`src/rtl/frame_buf_arbiter.sv`:
```
// frame_buf_arbiter
//   Shares NUM_BUF whole-frame SDRAM buffers between one frame writer and one
//   frame reader. The writer never lands on the buffer being read or on the
//   newest complete frame. The reader always picks up the newest complete
//   frame. Frames overwritten before being read and frames read more than
//   once are counted in saturating counters.
// Ports
//   clk, rst                   single clock, synchronous active-high reset
//   wr_frame_start/done        writer frame pulses
//   rd_frame_start/done        reader frame pulses
//   wr_active/wr_stall/wr_idx  writer ownership, stall flag and buffer index
//   wr_b_addr/wr_e_addr        writer buffer word address range
//   wr_rst                     1-cycle pulse on each writer allocation
//   rd_active/rd_idx           reader ownership and buffer index
//   rd_b_addr/rd_e_addr        reader buffer word address range
//   rd_rst                     1-cycle pulse on each read start
//   drop_cnt/rpt_cnt           dropped / repeated frame counters
module frame_buf_arbiter #(
  parameter int NUM_BUF     = 3,
  parameter int FRAME_WORDS = 2073600,
  parameter int BASE_ADDR   = 0,
  parameter int ADDR_W      = 24,
  parameter int IDX_W       = 2,
  parameter int CNT_W       = 16
) (
  input  logic              clk,
  input  logic              rst,
  input  logic              wr_frame_start,
  input  logic              wr_frame_done,
  input  logic              rd_frame_start,
  input  logic              rd_frame_done,
  output logic              wr_active,
  output logic              wr_stall,
  output logic [IDX_W-1:0]  wr_idx,
  output logic [ADDR_W-1:0] wr_b_addr,
  output logic [ADDR_W-1:0] wr_e_addr,
  output logic              wr_rst,
  output logic              rd_active,
  output logic [IDX_W-1:0]  rd_idx,
  output logic [ADDR_W-1:0] rd_b_addr,
  output logic [ADDR_W-1:0] rd_e_addr,
  output logic              rd_rst,
  output logic [CNT_W-1:0]  drop_cnt,
  output logic [CNT_W-1:0]  rpt_cnt
);

  localparam logic [1:0] W_IDLE   = 2'd0;
  localparam logic [1:0] W_WAIT   = 2'd1;
  localparam logic [1:0] W_ACTIVE = 2'd2;
  localparam logic       R_IDLE   = 1'b0;
  localparam logic       R_ACTIVE = 1'b1;

  localparam logic [CNT_W-1:0] CNT_MAX = {CNT_W{1'b1}};

  function automatic logic [ADDR_W-1:0] buf_base(input logic [IDX_W-1:0] idx);
    buf_base = ADDR_W'(BASE_ADDR) + ADDR_W'(idx) * ADDR_W'(FRAME_WORDS);
  endfunction

  function automatic logic [ADDR_W-1:0] buf_end(input logic [IDX_W-1:0] idx);
    buf_end = buf_base(idx) + ADDR_W'(FRAME_WORDS) - ADDR_W'(1);
  endfunction

  logic [1:0]        wr_state_q, wr_state_d;
  logic              rd_state_q, rd_state_d;
  logic              wr_active_q, wr_active_d;
  logic              wr_stall_q, wr_stall_d;
  logic [IDX_W-1:0]  wr_idx_q, wr_idx_d;
  logic [ADDR_W-1:0] wr_b_addr_q, wr_b_addr_d;
  logic [ADDR_W-1:0] wr_e_addr_q, wr_e_addr_d;
  logic              wr_rst_q, wr_rst_d;
  logic              rd_active_q, rd_active_d;
  logic [IDX_W-1:0]  rd_idx_q, rd_idx_d;
  logic [ADDR_W-1:0] rd_b_addr_q, rd_b_addr_d;
  logic [ADDR_W-1:0] rd_e_addr_q, rd_e_addr_d;
  logic              rd_rst_q, rd_rst_d;
  logic [CNT_W-1:0]  drop_cnt_q, drop_cnt_d;
  logic [CNT_W-1:0]  rpt_cnt_q, rpt_cnt_d;
  logic [IDX_W-1:0]  latest_q, latest_d;
  logic              latest_vld_q, latest_vld_d;
  logic              unread_q, unread_d;

  logic              cand_vld;
  logic [IDX_W-1:0]  cand_idx;
  logic              rd_take;
  logic              wr_alloc;

  // Lowest free buffer index from registered state; scanning downward lets the
  // lowest qualifying index be the last one written.
  always_comb begin
    cand_vld = 1'b0;
    cand_idx = {IDX_W{1'b0}};
    for (int b = NUM_BUF - 1; b >= 0; b--) begin
      logic ok;
      ok = !(latest_vld_q && (latest_q == IDX_W'(b))) &&
           !(rd_active_q && (rd_idx_q == IDX_W'(b)));
      cand_vld = cand_vld | ok;
      cand_idx = ok ? IDX_W'(b) : cand_idx;
    end
  end

  assign rd_take = (rd_state_q == R_IDLE) && rd_frame_start && latest_vld_q;

  // Next-state logic for reader and writer FSMs and the shared frame state.
  always_comb begin
    wr_state_d   = wr_state_q;
    rd_state_d   = rd_state_q;
    wr_active_d  = wr_active_q;
    wr_stall_d   = 1'b0;
    wr_idx_d     = wr_idx_q;
    wr_b_addr_d  = wr_b_addr_q;
    wr_e_addr_d  = wr_e_addr_q;
    wr_rst_d     = 1'b0;
    rd_active_d  = rd_active_q;
    rd_idx_d     = rd_idx_q;
    rd_b_addr_d  = rd_b_addr_q;
    rd_e_addr_d  = rd_e_addr_q;
    rd_rst_d     = 1'b0;
    drop_cnt_d   = drop_cnt_q;
    rpt_cnt_d    = rpt_cnt_q;
    latest_d     = latest_q;
    latest_vld_d = latest_vld_q;
    unread_d     = unread_q;
    wr_alloc     = 1'b0;

    // Reader first so a simultaneous writer completion can set unread last.
    case (rd_state_q)
      R_IDLE: begin
        if (rd_take) begin
          rd_state_d  = R_ACTIVE;
          rd_active_d = 1'b1;
          rd_idx_d    = latest_q;
          rd_b_addr_d = buf_base(latest_q);
          rd_e_addr_d = buf_end(latest_q);
          rd_rst_d    = 1'b1;
          unread_d    = 1'b0;
          if (!unread_q && (rpt_cnt_q != CNT_MAX)) begin
            rpt_cnt_d = rpt_cnt_q + CNT_W'(1);
          end else begin
            rpt_cnt_d = rpt_cnt_q;
          end
        end else begin
          rd_state_d = R_IDLE;
        end
      end
      R_ACTIVE: begin
        if (rd_frame_done) begin
          rd_state_d  = R_IDLE;
          rd_active_d = 1'b0;
        end else begin
          rd_state_d = R_ACTIVE;
        end
      end
      default: begin
        rd_state_d  = R_IDLE;
        rd_active_d = 1'b0;
      end
    endcase

    case (wr_state_q)
      W_IDLE: begin
        if (wr_frame_start) begin
          if (cand_vld) begin
            wr_alloc = 1'b1;
          end else begin
            wr_state_d = W_WAIT;
            wr_stall_d = 1'b1;
          end
        end else begin
          wr_state_d = W_IDLE;
        end
      end
      W_WAIT: begin
        if (cand_vld) begin
          wr_alloc = 1'b1;
        end else begin
          wr_stall_d = 1'b1;
        end
      end
      W_ACTIVE: begin
        if (wr_frame_done) begin
          wr_state_d   = W_IDLE;
          wr_active_d  = 1'b0;
          latest_d     = wr_idx_q;
          latest_vld_d = 1'b1;
          unread_d     = 1'b1;
          // A frame the reader grabs in this same cycle is not superseded unread.
          if (unread_q && !rd_take && (drop_cnt_q != CNT_MAX)) begin
            drop_cnt_d = drop_cnt_q + CNT_W'(1);
          end else begin
            drop_cnt_d = drop_cnt_q;
          end
        end else if (wr_frame_start) begin
          wr_rst_d = 1'b1;
        end else begin
          wr_state_d = W_ACTIVE;
        end
      end
      default: begin
        wr_state_d  = W_IDLE;
        wr_active_d = 1'b0;
      end
    endcase

    if (wr_alloc) begin
      wr_state_d  = W_ACTIVE;
      wr_active_d = 1'b1;
      wr_idx_d    = cand_idx;
      wr_b_addr_d = buf_base(cand_idx);
      wr_e_addr_d = buf_end(cand_idx);
      wr_rst_d    = 1'b1;
    end else begin
      wr_idx_d = wr_idx_d;
    end
  end

  // State and output registers with synchronous reset.
  always_ff @(posedge clk) begin
    if (rst) begin
      wr_state_q   <= W_IDLE;
      rd_state_q   <= R_IDLE;
      wr_active_q  <= 1'b0;
      wr_stall_q   <= 1'b0;
      wr_idx_q     <= {IDX_W{1'b0}};
      wr_b_addr_q  <= {ADDR_W{1'b0}};
      wr_e_addr_q  <= {ADDR_W{1'b0}};
      wr_rst_q     <= 1'b0;
      rd_active_q  <= 1'b0;
      rd_idx_q     <= {IDX_W{1'b0}};
      rd_b_addr_q  <= {ADDR_W{1'b0}};
      rd_e_addr_q  <= {ADDR_W{1'b0}};
      rd_rst_q     <= 1'b0;
      drop_cnt_q   <= {CNT_W{1'b0}};
      rpt_cnt_q    <= {CNT_W{1'b0}};
      latest_q     <= {IDX_W{1'b0}};
      latest_vld_q <= 1'b0;
      unread_q     <= 1'b0;
    end else begin
      wr_state_q   <= wr_state_d;
      rd_state_q   <= rd_state_d;
      wr_active_q  <= wr_active_d;
      wr_stall_q   <= wr_stall_d;
      wr_idx_q     <= wr_idx_d;
      wr_b_addr_q  <= wr_b_addr_d;
      wr_e_addr_q  <= wr_e_addr_d;
      wr_rst_q     <= wr_rst_d;
      rd_active_q  <= rd_active_d;
      rd_idx_q     <= rd_idx_d;
      rd_b_addr_q  <= rd_b_addr_d;
      rd_e_addr_q  <= rd_e_addr_d;
      rd_rst_q     <= rd_rst_d;
      drop_cnt_q   <= drop_cnt_d;
      rpt_cnt_q    <= rpt_cnt_d;
      latest_q     <= latest_d;
      latest_vld_q <= latest_vld_d;
      unread_q     <= unread_d;
    end
  end

  assign wr_active = wr_active_q;
  assign wr_stall  = wr_stall_q;
  assign wr_idx    = wr_idx_q;
  assign wr_b_addr = wr_b_addr_q;
  assign wr_e_addr = wr_e_addr_q;
  assign wr_rst    = wr_rst_q;
  assign rd_active = rd_active_q;
  assign rd_idx    = rd_idx_q;
  assign rd_b_addr = rd_b_addr_q;
  assign rd_e_addr = rd_e_addr_q;
  assign rd_rst    = rd_rst_q;
  assign drop_cnt  = drop_cnt_q;
  assign rpt_cnt   = rpt_cnt_q;

endmodule
```
`config.mk`:
```
export PLATFORM = sky130hd
export DESIGN_NAME = frame_buf_arbiter
export DESIGN_NICKNAME = d
export VERILOG_FILES = /design/src/rtl/frame_buf_arbiter.sv
export SDC_FILE = /design/constraint.sdc
export NUM_CORES = 1
export LEC_CHECK = 0
export BUFFER_PORTS_ARGS = -buffer_cell sky130_fd_sc_hd__buf_2
export CORE_AREA = 4 4 86 96
export DETAILED_ROUTE_END_ITERATION = 7
export DIE_AREA = 0 0 90 100
export GPL_ROUTABILITY_DRIVEN = 0
export MAX_ROUTING_LAYER = met4
export PLACE_DENSITY_LB_ADDON = 0.12
export SLEW_MARGIN = 20
export SYNTH_ARGS = -nofsm -noshare
export SYNTH_HDL_FRONTEND = slang
export SYNTH_SLANG_ARGS = --single-unit
```
`constraint.sdc`:
```
create_clock -name clk -period 4.4 [get_ports clk]
set_input_delay 0.66 -clock clk [delete_from_list [all_inputs] [get_ports clk]]
set_output_delay 0.66 -clock clk [all_outputs]
set_load 0.01 [all_outputs]
```
==> flow_metrics.tcl <==
set metrics [dict create \
    setup_viol 0 \
    post-synth-top-area-fraction 0.375 \
    critPathCaptureType "register" \
    postRouteWirelength_um 7520 \
    fin_skew_ps 10.9 \
    p_leak_nw 1.94 \
    yosys_warning_total 0 \
    die-width_um 90 \
    synth_seq_area_share 0.375 \
    synth-xor-area-share 0.0609 \
    synth_top_family_by_area "simple AND/OR/NAND/NOR gates" \
    detailedRoute.firstIterationViolations 104 \
    vias 2923 \
    cts.clk_slew.worst_paths_ps 70 \
    cts_post_setup_buffers_inserted 0 \
    critPathMaxFanout 19 \
    vert_die_dim_um 100 \
    wire_length_of_the_first_global_routing_pass_um 12700 \
    gate_count_of_the_mapped_netlist 437 \
    fin_nets 521 \
    global_route.overflow_total 0 \
    place_area_mm2 0.00389 \
    postCtsHoldBufs 0 \
    initial_core_util 0.512 \
    cp_num_cells 7 \
    worst-r2r-cell-count 7 \
    cts_made_buffers 9 \
    crit_slowest_cell "sky130_fd_sc_hd__a21oi_2" \
    via_count_of_the_first_global_routing_pass 2714 \
    grtUsageTotal 0.172 \
    final_max_slew_viol_count 0 \
    crit_chain "inv_1, ha_1, mux2_1, a31o_2, a21oi_2, mux2i_1, nor2_1" \
    finalWorstPathRequiredPeriod_ps 2610 \
    timing.fmax_mhz 383 \
    io-pin-count 143 \
    firstDrtPassIters 4 \
    clock_tree.root_cell "sky130_fd_sc_hd__clkbuf_8" \
    vias_per_instance 4.95 \
    rsz0062_at_grt "false" \
    layout_common_cells "sky130_fd_sc_hd__buf_2 (116), sky130_fd_sc_hd__dfxtp_1 (70), sky130_fd_sc_hd__nor2_1 (61)" \
    post-route-cell-area_mm2 0.00408 \
    drv_cap 0 \
    cts.sink_count 70 \
    criticalPathCategory "register to register" \
    min_delay_path_depth 2 \
    ys_seq_elements 70 \
    synth_edf_count 0 \
    crit_path_start_kind "register" \
    result_of_the_run "finished clean" \
    postSynth.topFlopCell "sky130_fd_sc_hd__dfxtp_1" \
    synthToLayoutAreaGrowth_pct 9.07 \
    synth_largest_area_cell "sky130_fd_sc_hd__dfxtp_1" \
    cts.repair.resized 0 \
    worst_path_dominant_cell_family "compound AO/OA/AOI/OAI gates" \
    total_power_mw 1.31 \
    dieArea_mm2 0.00900 \
    route.antenna.remaining_nets 0 \
    syn_area_mm2 0.00374 \
    power.ir.vdd_worst_mv 0.140 \
    post_synth_and_or_nand_nor_area_fraction 0.229 \
    hp-class "register to register" \
    syn-mean-instance-area_um2 8.56 \
    critical-path-max-stage-delay_ps 710 \
    worstSkewPairLatency_ps 340 \
    cts_max_path_buffers 2 \
    route.detailed.wl_per_inst_um 12.7 \
    synth_compound_gate_area_share 0.0823 \
    coreArea_mm2 0.00731 \
    slew_at_the_pin_closest_to_its_max_slew_limit_ps 927 \
    report.final.hold_viol_count 0 \
    num_antenna_cells 0 \
    cp.required_ps 4600 \
    final_critical_path_share_of_the_clock_period 0.593 \
    timing.critical_path.buf_inv 1 \
    crit_arrival_ps 2810 \
    drive_gt1_frac 0.270 \
    tritoncts "done" \
    floorplan.rows 33 \
    port_buffers 116 \
    timing.slew.headroom 0.382 \
    grt_antenna_before_repair 0 \
    async_s_r_ff_share_synth 0 \
    total_neg_setup_slack_ps 0 \
    pin_count_of_the_biggest_net_entering_global_routing 73 \
    ctsHtreeMaxLevel 3 \
    final_common_cell "sky130_fd_sc_hd__buf_2" \
    worst_hold_slack_ps 457 \
    post_synth_fa_ha_maj_area_fraction 0.0502 \
    power_density_mw_per_mm2 322 \
    synth.area.top_cells "sky130_fd_sc_hd__dfxtp_1 (37%), sky130_fd_sc_hd__buf_4 (15%), sky130_fd_sc_hd__nor2_1 (6.1%)" \
    synth.lib_cells_used.distinct 46 \
    multiplexer_share_of_the_synthesized_area 0.0248 \
    dp_hpwl_um 5530 \
    drcViolationCount 0 \
]
power breakdown:
| part | switching (mW) | internal, mW |
|---|---|---|
| logic | 0.0920 | 0.0544 |
| clock network | 0.224 | 0.272 |
| registers | 0.0189 | 0.652 |
state kept, by name (all words and copies together) (netlist names):
register	flops
drop_cnt	16
rd_b_addr	3
wr_b_addr	3
rd_idx	1
rd_rst	1
wr_rst	1
wr_e_addr	9
latest_q	2
rpt_cnt	16
rd_active	1
wr_active	1
rd_e_addr	10
unread_q	1
rd_state_q	1
wr_state_q	2
latest_vld_q	1
wr_stall	1
metal layers:
metal,up-vias,global-route usage,part of all wire
met2,86,0.280,0.46
met3,10,0.0375,0.060
li1,1506,-,-
met5,-,-,0
met4,0,0.0648,0.015
met1,1321,0.210,0.46
synthesized netlist by cell type (all sizes together) (3+ instances only):
| cell type | n |
|---|---|
| a21oi | 27 |
| a211oi | 9 |
| nor4 | 3 |
| nand2 | 31 |
| clkbuf | 9 |
| nor2 | 61 |
| or4 | 3 |
| buf | 81 |
| dfxtp | 70 |
| xnor2 | 15 |
| xor2 | 11 |
| and2 | 4 |
| nor2b | 5 |
| or3 | 4 |
| nor3 | 13 |
| nand3 | 11 |
| nand4 | 11 |
| o21ai | 6 |
| nand2b | 4 |
| ha | 15 |
| inv | 6 |
| mux2i | 7 |
| and4 | 5 |
| and3 | 5 |
tightest hold or removal path: cells and delay by family (launching register included):
family          cells  cell delay [ps]
flops               1              310
simple gates        1               50
compound gates      1               50
stage by stage:
stage,worst slack (ps),utilization,cells
3_3_place_gp,1900,0.532,576
3_5_place_dp,1790,0.532,576
2_1_floorplan,2190,-,462
4_1_cts,1790,0.558,591
5_1_grt,1620,0.558,591
6_report,1790,0.558,591
cell type report:
class                      count  area [um^2]
fill                         691         3230
clock inverter                 4         47.5
tap                           87          109
inverter                       6         22.5
timing repair buffer         117          588
sequential                    70         1400
clock buffer                  11          141
multi-input combinational    296         1770
logic make-up (layout without fill, tap and decap cells):
family          after synthesis  after routing
compound gates               51             51
xor+xnor                     26             26
fa+ha+maj                    15             15
buf+inv                      96            138
flops                        70             70
mux                           9              9
other cells                   1             26
simple gates                169            169
final timing paths:
path	start	endpoint	slack, ps
worst max-delay path	latest_q[0]	wr_b_addr[22]	1790
worst min-delay path	rd_e_addr[22]	rd_e_addr[22]	460
worst max register to register	latest_q[0]	wr_b_addr[22]	1790
worst min register to register	rd_e_addr[22]	rd_e_addr[22]	460
Power figures use the tool's default switching activity.
